===== src/rtl/mole_pkg.sv =====
// -----------------------------------------------------------------------------
// mole_pkg
// Shared types and constants for the whack-a-mole controller.
//   state_t    : controller FSM states (IDLE, GAP, SHOW)
//   LFSR_SEED  : non-zero reset value of the hole-selection LFSR
//   LFSR_TAPS  : tap mask for x^8+x^6+x^5+x^4+1 (bits 7,5,4,3)
//   lfsr_next  : one Fibonacci shift step
// -----------------------------------------------------------------------------
package mole_pkg;

  typedef enum logic [1:0] {
    IDLE = 2'd0,
    GAP  = 2'd1,
    SHOW = 2'd2
  } state_t;

  localparam logic [7:0] LFSR_SEED = 8'hA5;
  localparam logic [7:0] LFSR_TAPS = 8'hB8;

  // Shift left, feeding back the XOR of the tapped bits into bit 0.
  function automatic logic [7:0] lfsr_next(input logic [7:0] cur);
    return {cur[6:0], ^(cur & LFSR_TAPS)};
  endfunction

endpackage


===== src/rtl/mole_whack_ctrl_btn_conditioner.sv =====
// -----------------------------------------------------------------------------
// btn_conditioner
// Turns raw asynchronous push buttons into single-cycle press strobes.
// Per bit: two-flop synchroniser -> (optional debounce) -> rising-edge detect.
// A held button yields exactly one press.
// Optional feature macro: MOLE_DEBOUNCE_EN (adds a per-bit stable-level
// counter of DEBOUNCE_CYCLES cycles between synchroniser and edge detect).
// Ports:
//   clk    in   system clock
//   rst    in   asynchronous active-high reset
//   btn    in   [N-1:0] raw buttons, asynchronous, active-high
//   press  out  [N-1:0] one-cycle rising-edge strobes
// -----------------------------------------------------------------------------
module btn_conditioner
  import mole_pkg::*;
#(
  parameter int N               = 4,
  parameter int DEBOUNCE_CYCLES = 1
) (
  input  logic         clk,
  input  logic         rst,
  input  logic [N-1:0] btn,
  output logic [N-1:0] press
);

  if (DEBOUNCE_CYCLES < 1) begin : g_bad_debounce
    $error("btn_conditioner: DEBOUNCE_CYCLES must be at least 1");
  end

  logic [N-1:0] sync1;
  logic [N-1:0] sync2;
  logic [N-1:0] level;
  logic [N-1:0] prev;

  // NOTE: non-blocking assignments let sync2 take the old sync1, forming a
  // real two-stage chain; blocking here would collapse it into one flop.
  always_ff @(posedge clk or posedge rst) begin
    if (rst) begin
      sync1 <= '0;
      sync2 <= '0;
    end else begin
      sync1 <= btn;
      sync2 <= sync1;
    end
  end

`ifdef MOLE_DEBOUNCE_EN
  localparam int CNT_W = $clog2(DEBOUNCE_CYCLES + 1);

  logic [CNT_W-1:0] cnt [N];
  logic [N-1:0]     deb;

  // The debounced level only follows sync2 after it has differed from it for
  // DEBOUNCE_CYCLES consecutive cycles; any return to the old level restarts.
  // NOTE: this counter array is reset explicitly because a stale count would
  // let a bounce be accepted early after reset; plain data RAMs need no reset.
  always_ff @(posedge clk or posedge rst) begin
    if (rst) begin
      deb <= '0;
      for (int i = 0; i < N; i++) cnt[i] <= '0;
    end else begin
      for (int i = 0; i < N; i++) begin
        if (sync2[i] == deb[i]) begin
          cnt[i] <= '0;
        end else if (cnt[i] == CNT_W'(DEBOUNCE_CYCLES - 1)) begin
          deb[i] <= sync2[i];
          cnt[i] <= '0;
        end else begin
          cnt[i] <= cnt[i] + CNT_W'(1);
        end
      end
    end
  end

  assign level = deb;
`else
  assign level = sync2;
`endif

  always_ff @(posedge clk or posedge rst) begin
    if (rst) prev <= '0;
    else     prev <= level;
  end

  assign press = level & ~prev;

endmodule


===== src/rtl/mole_whack_ctrl.sv =====
// -----------------------------------------------------------------------------
// mole_whack_ctrl
// Whack-a-mole controller: while the game is active (game_count == 0) it
// alternates a GAP period with a SHOW period in which one pseudo-randomly
// chosen hole is lit. A press on the lit hole emits `whacked`; letting the
// SHOW period expire emits `missed`. All outputs are registered.
// Optional feature macro: MOLE_DEBOUNCE_EN (button debounce, see
// btn_conditioner); the default build has no debounce.
// Ports:
//   clk         in   system clock
//   rst         in   asynchronous active-high reset
//   game_count  in   [7:0] countdown count; game active iff zero
//   btn         in   [NUM_HOLES-1:0] raw push buttons
//   mole        out  [NUM_HOLES-1:0] one-hot lit hole, zero when none
//   whacked     out  one-cycle pulse on a correct hit
//   missed      out  one-cycle pulse when a mole times out unhit
// -----------------------------------------------------------------------------
module mole_whack_ctrl
  import mole_pkg::*;
#(
  parameter int NUM_HOLES       = 4,
  parameter int SHOW_CYCLES     = 50000000,
  parameter int GAP_CYCLES      = 25000000,
  parameter int DEBOUNCE_CYCLES = 1000000
) (
  input  logic                 clk,
  input  logic                 rst,
  input  logic [7:0]           game_count,
  input  logic [NUM_HOLES-1:0] btn,
  output logic [NUM_HOLES-1:0] mole,
  output logic                 whacked,
  output logic                 missed
);

  if (NUM_HOLES < 2 || NUM_HOLES > 8 || (NUM_HOLES & (NUM_HOLES - 1)) != 0) begin : g_bad_holes
    $error("mole_whack_ctrl: NUM_HOLES must be a power of 2 in 2..8");
  end

  localparam int HOLE_W     = $clog2(NUM_HOLES);
  localparam int MAX_CYCLES = (SHOW_CYCLES > GAP_CYCLES) ? SHOW_CYCLES : GAP_CYCLES;
  localparam int TIMER_W    = (MAX_CYCLES > 1) ? $clog2(MAX_CYCLES) : 1;

  localparam logic [TIMER_W-1:0] GAP_LOAD  = TIMER_W'(GAP_CYCLES - 1);
  localparam logic [TIMER_W-1:0] SHOW_LOAD = TIMER_W'(SHOW_CYCLES - 1);

  state_t               state;
  logic [TIMER_W-1:0]   timer;
  logic [7:0]           lfsr;
  logic [NUM_HOLES-1:0] press;
  logic                 game_active;

  assign game_active = (game_count == 8'd0);

  btn_conditioner #(
    .N               (NUM_HOLES),
    .DEBOUNCE_CYCLES (DEBOUNCE_CYCLES)
  ) u_btn (
    .clk   (clk),
    .rst   (rst),
    .btn   (btn),
    .press (press)
  );

  always_ff @(posedge clk or posedge rst) begin
    if (rst) begin
      state   <= IDLE;
      timer   <= '0;
      lfsr    <= LFSR_SEED;
      mole    <= '0;
      whacked <= 1'b0;
      missed  <= 1'b0;
    end else begin
      // The LFSR free-runs so the chosen hole depends on when the mole spawns.
      lfsr    <= lfsr_next(lfsr);
      whacked <= 1'b0;
      missed  <= 1'b0;

      case (state)
        IDLE: begin
          mole  <= '0;
          timer <= '0;
          if (game_active) begin
            state <= GAP;
            timer <= GAP_LOAD;
          end
        end

        GAP: begin
          if (!game_active) begin
            state <= IDLE;
            mole  <= '0;
            timer <= '0;
          end else if (timer == '0) begin
            state <= SHOW;
            mole  <= NUM_HOLES'(1) << lfsr[HOLE_W-1:0];
            timer <= SHOW_LOAD;
          end else begin
            timer <= timer - TIMER_W'(1);
          end
        end

        SHOW: begin
          // Priority: game stop, then hit, then timeout. Masking press with
          // the one-hot mole ignores presses on unlit holes.
          if (!game_active) begin
            state <= IDLE;
            mole  <= '0;
            timer <= '0;
          end else if ((press & mole) != '0) begin
            whacked <= 1'b1;
            mole    <= '0;
            state   <= GAP;
            timer   <= GAP_LOAD;
          end else if (timer == '0) begin
            missed <= 1'b1;
            mole   <= '0;
            state  <= GAP;
            timer  <= GAP_LOAD;
          end else begin
            timer <= timer - TIMER_W'(1);
          end
        end

        default: begin
          state <= IDLE;
          mole  <= '0;
          timer <= '0;
        end
      endcase
    end
  end

endmodule

===== config.mk =====
export PLATFORM = sky130hd
export DESIGN_NAME = mole_whack_ctrl
export DESIGN_NICKNAME = d
export VERILOG_FILES = /design/src/rtl/mole_pkg.sv /design/src/rtl/mole_whack_ctrl_btn_conditioner.sv /design/src/rtl/mole_whack_ctrl.sv
export SDC_FILE = /design/constraint.sdc
export NUM_CORES = 1
export LEC_CHECK = 0
export ABC_AREA = 0
export BUFFER_PORTS_ARGS = -buffer_cell sky130_fd_sc_hd__buf_2
export CORE_MARGIN = 5
export CORE_UTILIZATION = 53
export DETAILED_ROUTE_END_ITERATION = 7
export GPL_TIMING_DRIVEN = 0
export MAX_ROUTING_LAYER = met4
export PLACE_DENSITY_LB_ADDON = 0.05
export SYNTH_ARGS = -nofsm -noshare
export SYNTH_HDL_FRONTEND = slang
export SYNTH_SLANG_ARGS = --single-unit

===== constraint.sdc =====
create_clock -name clk -period 1.91 [get_ports clk]
set_clock_uncertainty 0.2 [all_clocks]
set_input_delay 0.4775 -clock clk [delete_from_list [all_inputs] [get_ports clk]]
set_output_delay 0.4775 -clock clk [all_outputs]
set_load 0.05 [all_outputs]

---- Word level (Yosys, flattened, before mapping) ----
Cells that the tools add are included.
word-level totals
  register bits ........................... 54
  input bits .............................. 14
  output and inout port bits .............. 6
  word-level logic and storage cells ...... 53
cells by class
  shift-type cells ........................ 1
  reduce and logical (&&, ||, !) cells .... 7
  equal/unequal tests ..................... 5
  add/sub/neg operators ................... 1
  bitwise operators ....................... 3
  mux-type cells .......................... 27
operator list
  kind                                                 number
  two-way mux 26 bit                                   5
  one-hot mux 26 bit (3 select lines)                  1
  logical NOT 26 bit                                   1
  subtractor 26 x 1 -> 26 bit, second input constant   1
  two-way mux 25 bit                                   1
  two-way mux 4 bit                                    5
  two-way mux 2 bit                                    6
  AND 4 bit                                            2
  logical NOT 8 bit                                    1
  one-hot mux 4 bit (2 select lines)                   1
  parity 8 bit                                         1
  two-way mux 1 bit                                    7
  one-hot mux 2 bit (3 select lines)                   1
  inequality test 4 bit, second input constant         1
  NOT 4 bit                                            1
  nonzero test 4 bit                                   1
  << shifter 1 x 2 -> 4 bit, first input constant      1
  inequality test 3 bit, second input constant         1
  AND reduction 3 bit                                  1
  equality test 2 x 1 -> 1 bit, second input constant  1
  equality test 2 bit, second input constant           1
  logical NOT 2 bit                                    1
  inequality test 2 bit, second input constant         1
  AND reduction 2 bit                                  1

---- Longest topological paths before layout ----
Gate-level depths: netlist (run 1).
  depth in word-level cells ............... 7
  gate-level depth with buffers ........... 8
  mapped depth without buffers ............ 7

---- By module ----
A second synthesis (run 1) with hierarchy kept.
unflattened totals
  cells, all modules ...................... 209
  area total of the unflattened synthesis .. 2391.0 µm²
modules (own cells, without submodules)
  module           area an instance (µm²)  instances  cells an instance  sequential area each (µm²)
  mole_whack_ctrl  2031.9                  1          192                1056.0
  btn_conditioner  359.1                   1          17                 300.3

---- Worst setup path after synthesis (run 1) ----
Ideal clock, no wire load.
  path type ............................... register to register
  start point ............................. register timer[18]
  end point ............................... register timer[11]
  cell stages (with the launch flop) ...... 6
  path buffers ............................ 0
  setup time .............................. 0.136 ns
  arrival time ............................ 1.730 ns
  clock period less this slack ............ 2.066 ns
  required time ........................... 1.574 ns
  slack ................................... -0.156 ns
  cell sequence ........................... dfrtp_1 > or4_4 > nor4_4 > nand4_2 > a22oi_2 > o21ai_0
between the ends
  word-level cells in the longest chain between the ends .. 5
  elaborated cells on any way between the ends .. 7
  classes of those cells .................. mux (6); reduce/logical (1)
ends and longest elaborated chain
  element                                line                                           RTL
  start: declaration                     mole_whack_ctrl.sv:47                          logic [TIMER_W-1:0] timer;
  start signal: assignment               mole_whack_ctrl.sv:98                          timer <= timer - TIMER_W'(1);
  start signal: assignment               mole_whack_ctrl.sv:120                         timer <= timer - TIMER_W'(1);
  logical NOT 26 bit *                   mole_whack_ctrl.sv:93, mole_whack_ctrl.sv:114
  two-way mux 26 bit                     mole_whack_ctrl.sv:114                         end else if (timer == '0) begin
  two-way mux 26 bit                     mole_whack_ctrl.sv:109                         end else if ((press & mole) != '0) begin
  two-way mux 26 bit                     mole_whack_ctrl.sv:105                         if (!game_active) begin
  one-hot mux 26 bit (3 select lines) *  mole_whack_ctrl.sv:78                          case (state)
Every way passes the cells marked *; elsewhere a longest branch is shown, timed or not.
A chain may end at the register's enable or synchronous reset.

---- Worst setup path in the final report (run 1) ----
  start point ............................. register timer[4]
  end point ............................... register state[0]
between the ends
  word-level cells in the longest chain between the ends .. 3
  elaborated cells on any way between the ends .. 4
  classes of those cells .................. eq/ne (2); reduce/logical (2)
ends and longest elaborated chain
  element                                                                          line                                           RTL
  logical NOT 26 bit *                                                             mole_whack_ctrl.sv:93, mole_whack_ctrl.sv:114
  inequality test 4 bit (no line) / inequality test 3 bit (equally long branches)  n/a
  AND reduction 3 bit (no line) *                                                  n/a
  end signal: assignment                                                           mole_whack_ctrl.sv:94                          state <= SHOW;
  end signal: assignment                                                           mole_whack_ctrl.sv:112                         state <= GAP;
  end signal: assignment                                                           mole_whack_ctrl.sv:117                         state <= GAP;
  end: declaration                                                                 mole_whack_ctrl.sv:46                          state_t state;
Marks and branches as above.

==> impl_metrics.toml, run 1 <==
[synthesis]
avgSynthCellArea_sq_um = 11.4
synth-main-ff-cell = "dfrtp_1"
ys_warn_count = 0
postSynthCellCount = 210
synth_top_area_share = 0.522
synth_edf_count = 0
synth_common_cells = "50 x dfrtp_1, 18 x xor2_1, 16 x nor2_1"
synth_most_common_cell = "dfrtp_1"
synth_area_leader_cell = "dfrtp_1"
synthArstFlopShare = 1.00
ys_seq_area_frac = 0.566
synth_nets = 225
synth.area.top_cells = "dfrtp_1 52%, xor2_1 6.6%, dfstp_2 4.4%"
synthesis.area_sq_um = 2400
yosysUniqueCellTypes = 41
synth_seq_cells = 54

[timing]
slew_headroom = 0.258
period_minus_slack_ns = 2.21
finalSetupTns_ns = -7.34
fmax_ghz = 0.452
rsz0062_at_grt = "yes"
max_slew.worst_pin.slew_ns = 1.11
period_share = 1.16
fin_ws_ns = -0.301
setup_violations = 33
finalHoldViolCount = 0
slew_violations = 0

[placement]
dpl.cell_count = 281
dp_hpwl_mm = 3.38
post-place-ws_ns = -0.474
port_buffers = 19
gp_congestion = 0.871

[worst_setup_path]
reg2reg_from = "timer[4]"
critical_path.startpoint = "timer[4]"
rrSetupSlack_ns = -0.30
r2r_end = "state[0]"
cp.arrival_ns = 2.20
cp-start-kind = "register"
end_kind = "register"
r2r_cells = 7
required_ns = 1.90
crit_fanout = 5
crit_type = "reg2reg"

[die]
ios = 20
rows = 24
start_util = 0.547
chipHeight_um = 77.3
dieArea_sq_um = 5970
die-width_um = 77.3
fp.coreArea_sq_um = 4380

[run_status]
status = "complete, but fails checks"
violations = "negative setup slack"

[grt]
grt_pass1_vias = 1860
grt_usage = 0.193
antenna_found_initial = 0
grt_overflow = 0
grt_pass1_wl_mm = 8.92
grt_max_degree = 55

[route]
drt_iter0_markers = 103
avgRoutedWirePerCell_um = 18.1
drc = 0
routed-via-count = 1850
drtAntennaViolNets = 0
first_pass_iters = 4
routed_wl_mm = 5.58
vias_per_cell = 5.99

[final_layout]
instances_no_fill = 309
n_antenna_cell = 0
synthToLayoutAreaGrowth_pct = 25.6
layout.nets = 271
drive_gt1_frac = 0.354
utilization = 0.687
fillers = 319

[clock_network]
h-tree-depth = 2
cts_inserted_buffers = 5
cts_tree = "built"
cts_sinks = 54
cts_hold_buf = 0
cts_buffer_depth = 2
insertion_delay_ns = 0.31
cts-root-buf = "clkbuf_8"
clk_pin_slew_worst_paths_ns = 0.10

[power]
p_leak_nw = 1.56
powerDensity_nw_per_um2 = 645
power_mw = 1.94
peakVddDrop_uv = 557

[hold_path]
worstHoldStart = "btn[2]"
min_to = "u_btn.sync1[2]"
hold_path_class = "in2reg"
hold_depth = 1

[flow_run]
maxCapViolCount = 0
==> kinds of logic (layout without fill, tap and decap cells) <==
| group | after synthesis | in the layout | share of synthesized area |
|---|---|---|---|
| AND/OR/NAND/NOR | 86 | 86 | 0.218 |
| flip-flops | 54 | 54 | 0.566 |
| AO/OA/AOI/OAI | 35 | 35 | 0.0966 |
| XOR/XNOR | 25 | 25 | 0.0913 |
| buffers and inverters | 8 | 55 | 0.0188 |
| adder cells (fa/ha/maj) | 1 | 1 | 0.00522 |
| multiplexers | 1 | 1 | 0.00418 |
==> worst max-delay path, stage by stage (launching register included) <==
cell	delay, ns
dfrtp_2	0.44
or4_4	0.54
nor3_4	0.20
and4_1	0.27
buf_6	0.17
buf_4	0.12
buf_6	0.08
o31ai_2	0.05
==> metal layers <==
metal  routed length [um]  vias up  share of wire  GRT usage
met5                    0        -              0          -
met4                  139        0          0.025     0.0636
met3                  229       15          0.041     0.0375
met2                 2930       58           0.53      0.318
met1                 2280      922           0.41      0.238
li1                     -      855              -          -
==> per-stage QoR <==
step | hold WS [ns] | area, sq um
detailed placement | 0.139 | 2580
floorplan | 0.131 | 2420
finish | 0.0647 | 3010
global route | 0.0438 | 3010
CTS | 0.0547 | 2850
global placement | 0.133 | 2580
==> cell type report <==
type | instances | area, sq um | area share
multi-input cells | 148 | 1170 | 0.389
plain buffers | 2 | 18.8 | 0.00623
flip-flops and latches | 54 | 1360 | 0.451
repair buffers | 40 | 280 | 0.0931
inverters | 5 | 22.5 | 0.00748
clock inverters | 3 | 26.3 | 0.00873
well taps | 52 | 65.1 | 0.0216
clock buffers | 5 | 68.8 | 0.0229
==> flip-flops by register name (all words and copies together), names as in the netlist <==
signal       count
timer           26
lfsr             8
mole             4
u_btn.level      4
u_btn.prev       4
u_btn.sync1      4
state            2
missed           1
whacked          1
==> worst max-delay path by stage <==
stage                     end  slack, ns  depth (start not counted)
floorplan            state[1]      -0.16                          6
global placement    timer[11]      -0.46                          5
detailed placement  timer[11]      -0.47                          5
CTS                 timer[24]      -0.30                          6
global route        timer[23]      -0.37                          6
finish               state[0]      -0.30                          7
==> power breakdown <==
part / switching (mW) / internal [mW]
Sequential: 0.00575 / 1.16
Clock: 0.396 / 0.270
Combinational: 0.0672 / 0.0460
Total: 0.469 / 1.47
==> layout by cell type (no fill, tap or decap), drive strengths merged, types with 9 or more instances in the layout <==
master and instances:
nor4 10, a21oi 13, nand4 9, buf 42
xor2 18, nand3 11, dfrtp 50, nand2 14
nor2 16, o21ai 10, nor3 12
==> timing repair <==
item | 4_1_cts | 5_1_grt
setup buffers | 16 | 6
gates resized for setup | 13 | 21
setup endpoints to repair | 33 | 34
pin swaps | 11 | 13
hold endpoints to repair | 0 | 0
No activity file was read; power rests on OpenSTA's default activity.
==> run 2, diff against run 1 <==
--- a/config.mk
+++ b/config.mk
@@ -11,7 +11,6 @@
 export CORE_UTILIZATION = 53
 export DETAILED_ROUTE_END_ITERATION = 7
 export GPL_TIMING_DRIVEN = 0
-export MAX_ROUTING_LAYER = met4
 export PLACE_DENSITY_LB_ADDON = 0.05
 export SYNTH_ARGS = -nofsm -noshare
 export SYNTH_HDL_FRONTEND = slang
==> impl_metrics.toml, run 2 (synthesized netlist as in run 1, its figures left out) <==
[die]
dieArea_sq_um = 5970
chipHeight_um = 77.3
rows = 24
ios = 20
fp.coreArea_sq_um = 4380
start_util = 0.547
die-width_um = 77.3

[final_layout]
biggestRegsByFlops = "timer (26), lfsr (8)"
top_register = "timer"
layout_common_cells = "49 x dfrtp_1, 19 x buf_2, 17 x xor2_1, 17 x buf_4, 15 x nor2_1"
final_common_cell = "dfrtp_1"
layout.nets = 271
drive_gt1_frac = 0.354
largest_register_ff_count = 26
n_antenna_cell = 0
instances_no_fill = 309
synthToLayoutAreaGrowth_pct = 25.6

[clock_network]
clk_pin_slew_worst_paths_ns = 0.11
cts_buffer_depth = 2
insertion_delay_ns = 0.32
h-tree-depth = 2
cts_inserted_buffers = 5
cts_tree = "built"
cts-root-buf = "clkbuf_8"
cts_sinks = 54

[power]
p_comb_frac = 0.058
p_int_mw = 1.47
clkPwrFrac = 0.345
p_sw_mw = 0.476
p_leak_nw = 1.56
swShare = 0.244
p_seq_frac = 0.597
powerDensity_nw_per_um2 = 648
peakVddDrop_uv = 558

[worst_setup_path]
end_kind = "register"
crit_buf_inv = 3
worstPathCellList = "or4_4 -> nor3_4 -> and4_1 -> buf_6 -> buf_4 -> buf_6 -> o31ai_2"
crit_type = "reg2reg"
crit_fanout = 5
cp.arrival_ns = 2.20
slowest_stage = "or4_4"
required_ns = 1.90
cp-start-kind = "register"
max_stage_delay_ns = 0.54
critPathTopFamily = "simple AND/OR/NAND/NOR gates"
cpMostUsedCell = "buf_6"

[run_status]
status = "complete, but fails checks"
violations = "negative setup slack"

[timing]
finalHoldViolCount = 0
finalSetupTns_ns = -7.38
max_slew.worst_pin.slew_ns = 1.11
fmax_ghz = 0.453
setup_violations = 33
rsz0062_at_grt = "yes"
fin_ws_ns = -0.298
slew_violations = 0
period_minus_slack_ns = 2.21
slew_headroom = 0.258
period_share = 1.16

[route]
drc = 0
drt_iter0_markers = 103
vias_per_cell = 5.90
routed_wl_mm = 5.59
first_pass_iters = 4
dr_wl_met3_um = 295
top_layer_used = "met4"
m1WireLength_mm = 2.27
avgRoutedWirePerCell_um = 18.1
drtAntennaViolNets = 0
wl_met2_mm = 2.87
routed-via-count = 1824

[placement]
port_buffers = 19
dp_hpwl_mm = 3.38
gp_congestion = 0.857
dpl.cell_count = 281

[grt]
grt_pass1_wl_mm = 8.91
grt_pass1_vias = 1862
grt_usage = 0.189
grt_overflow = 0
antenna_found_initial = 0
grt_max_degree = 55

[flow_run]
maxCapViolCount = 0

[hold_path]
hold_path_class = "in2reg"
run 2: cell counts in the layout (fill, tap and decap cells not counted):
Identical to the previous run, type by type.
run 2: path summary, 6_finish.rpt:
kind | start | slack (ns) | depth (start not counted) | end
worst max-delay path | timer[4] | -0.30 | 7 | state[0]
worst min-delay path | btn[2] | 0.06 | 1 | u_btn.sync1[2]
worst max register to register | timer[4] | -0.30 | 7 | state[0]
worst min register to register | u_btn.sync1[0] | 0.16 | 0 | u_btn.level[0]
max in group asynchronous | rst | 0.66 | 2 | timer[4]
min in group asynchronous | rst | 0.22 | 2 | timer[8]
run 2: per-stage QoR:
step | hold WS (ns) | setup slack (ns) | total power [mW] | instance area (sq um) | util
after global placement | 0.133 | -0.461 | 1.27 | 2580 | 0.589
after detailed placement | 0.139 | -0.474 | 1.27 | 2580 | 0.589
after floorplan | 0.131 | -0.155 | 1.24 | 2420 | -
after CTS | 0.0547 | -0.296 | 1.94 | 2850 | 0.651
after global routing | 0.0384 | -0.370 | 2.03 | 3010 | 0.687
final | 0.0613 | -0.298 | 1.95 | 3010 | 0.687
run 2: what timing repair did:
item | 4_1_cts | 5_1_grt
pin swaps | 11 | 13
hold buffers | 0 | 0
setup buffers | 16 | 6
resized for setup | 13 | 21
setup endpoints to repair | 33 | 33
run 2: final cells by class:
| class | instances | area [sq um] |
|---|---|---|
| Fill cell | 319 | 1370 |
| Timing Repair Buffer | 40 | 280 |
| Clock buffer | 5 | 68.8 |
| Inverter | 5 | 22.5 |
| Sequential cell | 54 | 1360 |
| Buffer | 2 | 18.8 |
| Clock inverter | 3 | 26.3 |
| Multi-Input combinational cell | 148 | 1170 |
| Tap cell | 52 | 65.1 |
run 2: per-layer routing:
layer,track usage,up-vias
li1,-,855
met1,0.236,888
met2,0.318,66
met3,0.0445,15
met4,0.0653,0
met5,0,-
run 2: power by group through the flow:
stage	combinational (mW)	sequential, mW	clock, mW
after floorplan	0.0561	1.18	0
after global placement	0.0813	1.18	0
after detailed placement	0.0838	1.19	0
after CTS	0.0963	1.16	0.680
after global routing	0.125	1.16	0.744
final	0.113	1.16	0.673
==> run 3, diff against run 2 <==
--- a/config.mk
+++ b/config.mk
@@ -12,6 +12,7 @@
 export DETAILED_ROUTE_END_ITERATION = 7
 export GPL_TIMING_DRIVEN = 0
 export PLACE_DENSITY_LB_ADDON = 0.05
+export RECOVER_POWER = 50
 export SYNTH_ARGS = -nofsm -noshare
 export SYNTH_HDL_FRONTEND = slang
 export SYNTH_SLANG_ARGS = --single-unit
==> impl_metrics.toml, run 3 (synthesized netlist as in run 1, its figures left out) <==
[run_status]
status = "complete, but fails checks"
violations = "negative setup slack"

[die]
die-width_um = 77.3
rows = 24
ios = 20
start_util = 0.547
chipHeight_um = 77.3
dieArea_sq_um = 5970
fp.coreArea_sq_um = 4380

[timing]
finalSetupTns_ns = -7.44
period_minus_slack_ns = 2.21
fin_ws_ns = -0.300
setup_violations = 33
slew_headroom = 0.259
slew_violations = 0
fmax_ghz = 0.452
max_slew.worst_pin.slew_ns = 1.11
finalHoldViolCount = 0
period_share = 1.16
rsz0062_at_grt = "yes"

[final_layout]
biggestRegsByFlops = "timer (26), lfsr (8)"
utilization = 0.686
drive_gt1_frac = 0.342
largest_register_ff_count = 26
synthToLayoutAreaGrowth_pct = 25.5
n_antenna_cell = 0
top_register = "timer"
instances_no_fill = 309
final_common_cell = "dfrtp_1"
layout.nets = 271
layout_common_cells = "49 x dfrtp_1, 18 x buf_2, 17 x xor2_1, 17 x buf_4, 15 x nor2_1"

[power]
p_leak_nw = 1.56
powerDensity_nw_per_um2 = 647
peakVddDrop_uv = 557

[placement]
dp_hpwl_mm = 3.38
dpl.cell_count = 281
port_buffers = 19
post-place-ws_ns = -0.474
gp_congestion = 0.857

[grt]
grt_overflow = 0
grt_pass1_vias = 1862
grt_usage = 0.189
grt_pass1_wl_mm = 8.91
grt_max_degree = 55
antenna_found_initial = 0

[clock_network]
clk_pin_slew_worst_paths_ns = 0.11
cts_inserted_buffers = 5
h-tree-depth = 2
cts-root-buf = "clkbuf_8"
cts_tree = "built"
cts_buffer_depth = 2
cts_hold_buf = 0
cts_sinks = 54
insertion_delay_ns = 0.32

[worst_setup_path]
worstPathCellList = "or4_4 -> nor3_4 -> and4_1 -> buf_6 -> buf_4 -> buf_6 -> o31ai_2"
crit_type = "reg2reg"
cp-start-kind = "register"
cp.arrival_ns = 2.20
cpMostUsedCell = "buf_6"
slowest_stage = "or4_4"
crit_buf_inv = 3
critPathTopFamily = "simple AND/OR/NAND/NOR gates"
crit_fanout = 5
max_stage_delay_ns = 0.54
required_ns = 1.90
end_kind = "register"

[route]
top_layer_used = "met4"
avgRoutedWirePerCell_um = 18.1
drtAntennaViolNets = 0
first_pass_iters = 4
dr_wl_met3_um = 271
routed-via-count = 1836
wl_met2_mm = 2.90
routed_wl_mm = 5.60
vias_per_cell = 5.94
m1WireLength_mm = 2.30
drc = 0
drt_iter0_markers = 128

[flow_run]
maxCapViolCount = 0

[hold_path]
hold_path_class = "in2reg"
[run 3: cell count changes in the layout (fill, tap and decap cells not counted), sizes merged]
cell    previous run  this run
buf               42        41
clkbuf             5         6
[run 3: through the flow]
| step | power [mW] | hold WS, ns | instance area, sq um |
|---|---|---|---|
| global placement | 1.27 | 0.133 | 2580 |
| global route | 2.03 | 0.0385 | 3010 |
| CTS | 1.94 | 0.0547 | 2850 |
| floorplan | 1.24 | 0.131 | 2420 |
| detailed placement | 1.27 | 0.139 | 2580 |
| finish | 1.95 | 0.0612 | 3010 |
[run 3: per-layer routing]
metal	GRT usage	vias up
li1	-	854
met1	0.236	900
met2	0.318	69
met3	0.0445	13
met4	0.0653	0
met5	0	-
[run 3: area by class of cell]
| cell class | instances | area [sq um] |
|---|---|---|
| Fill cell | 319 | 1380 |
| Sequential cell | 54 | 1360 |
| Multi-Input combinational cell | 148 | 1170 |
| Timing Repair Buffer | 40 | 279 |
| Clock buffer | 5 | 68.8 |
| Tap cell | 52 | 65.1 |
| Clock inverter | 3 | 26.3 |
| Inverter | 5 | 22.5 |
| Buffer | 2 | 18.8 |
[run 3: final timing paths]
check	cells after the start	from	to	slack (ns)
max	7	timer[4]	state[0]	-0.30
min	1	btn[2]	u_btn.sync1[2]	0.06
max reg2reg	7	timer[4]	state[0]	-0.30
min reg2reg	0	u_btn.sync1[0]	u_btn.level[0]	0.16
max in group asynchronous	2	rst	timer[4]	0.66
min in group asynchronous	2	rst	timer[16]	0.21
[run 3: timing repair]
action | in CTS | in global routing
buffers inserted | 16 | 6
pin swaps | 11 | 13
endpoints found under the hold margin | 0 | 0
endpoints found under the setup margin | 33 | 33
resized for setup | 13 | 21
[run 3: report_power, final]
| group | leakage, nW | switching (mW) | total [mW] | internal, mW |
|---|---|---|---|---|
| Combinational | 0.798 | 0.0672 | 0.113 | 0.0457 |
| Clock | 0.0491 | 0.402 | 0.672 | 0.270 |
| Sequential | 0.711 | 0.00578 | 1.16 | 1.16 |
| Total | 1.56 | 0.475 | 1.95 | 1.47 |
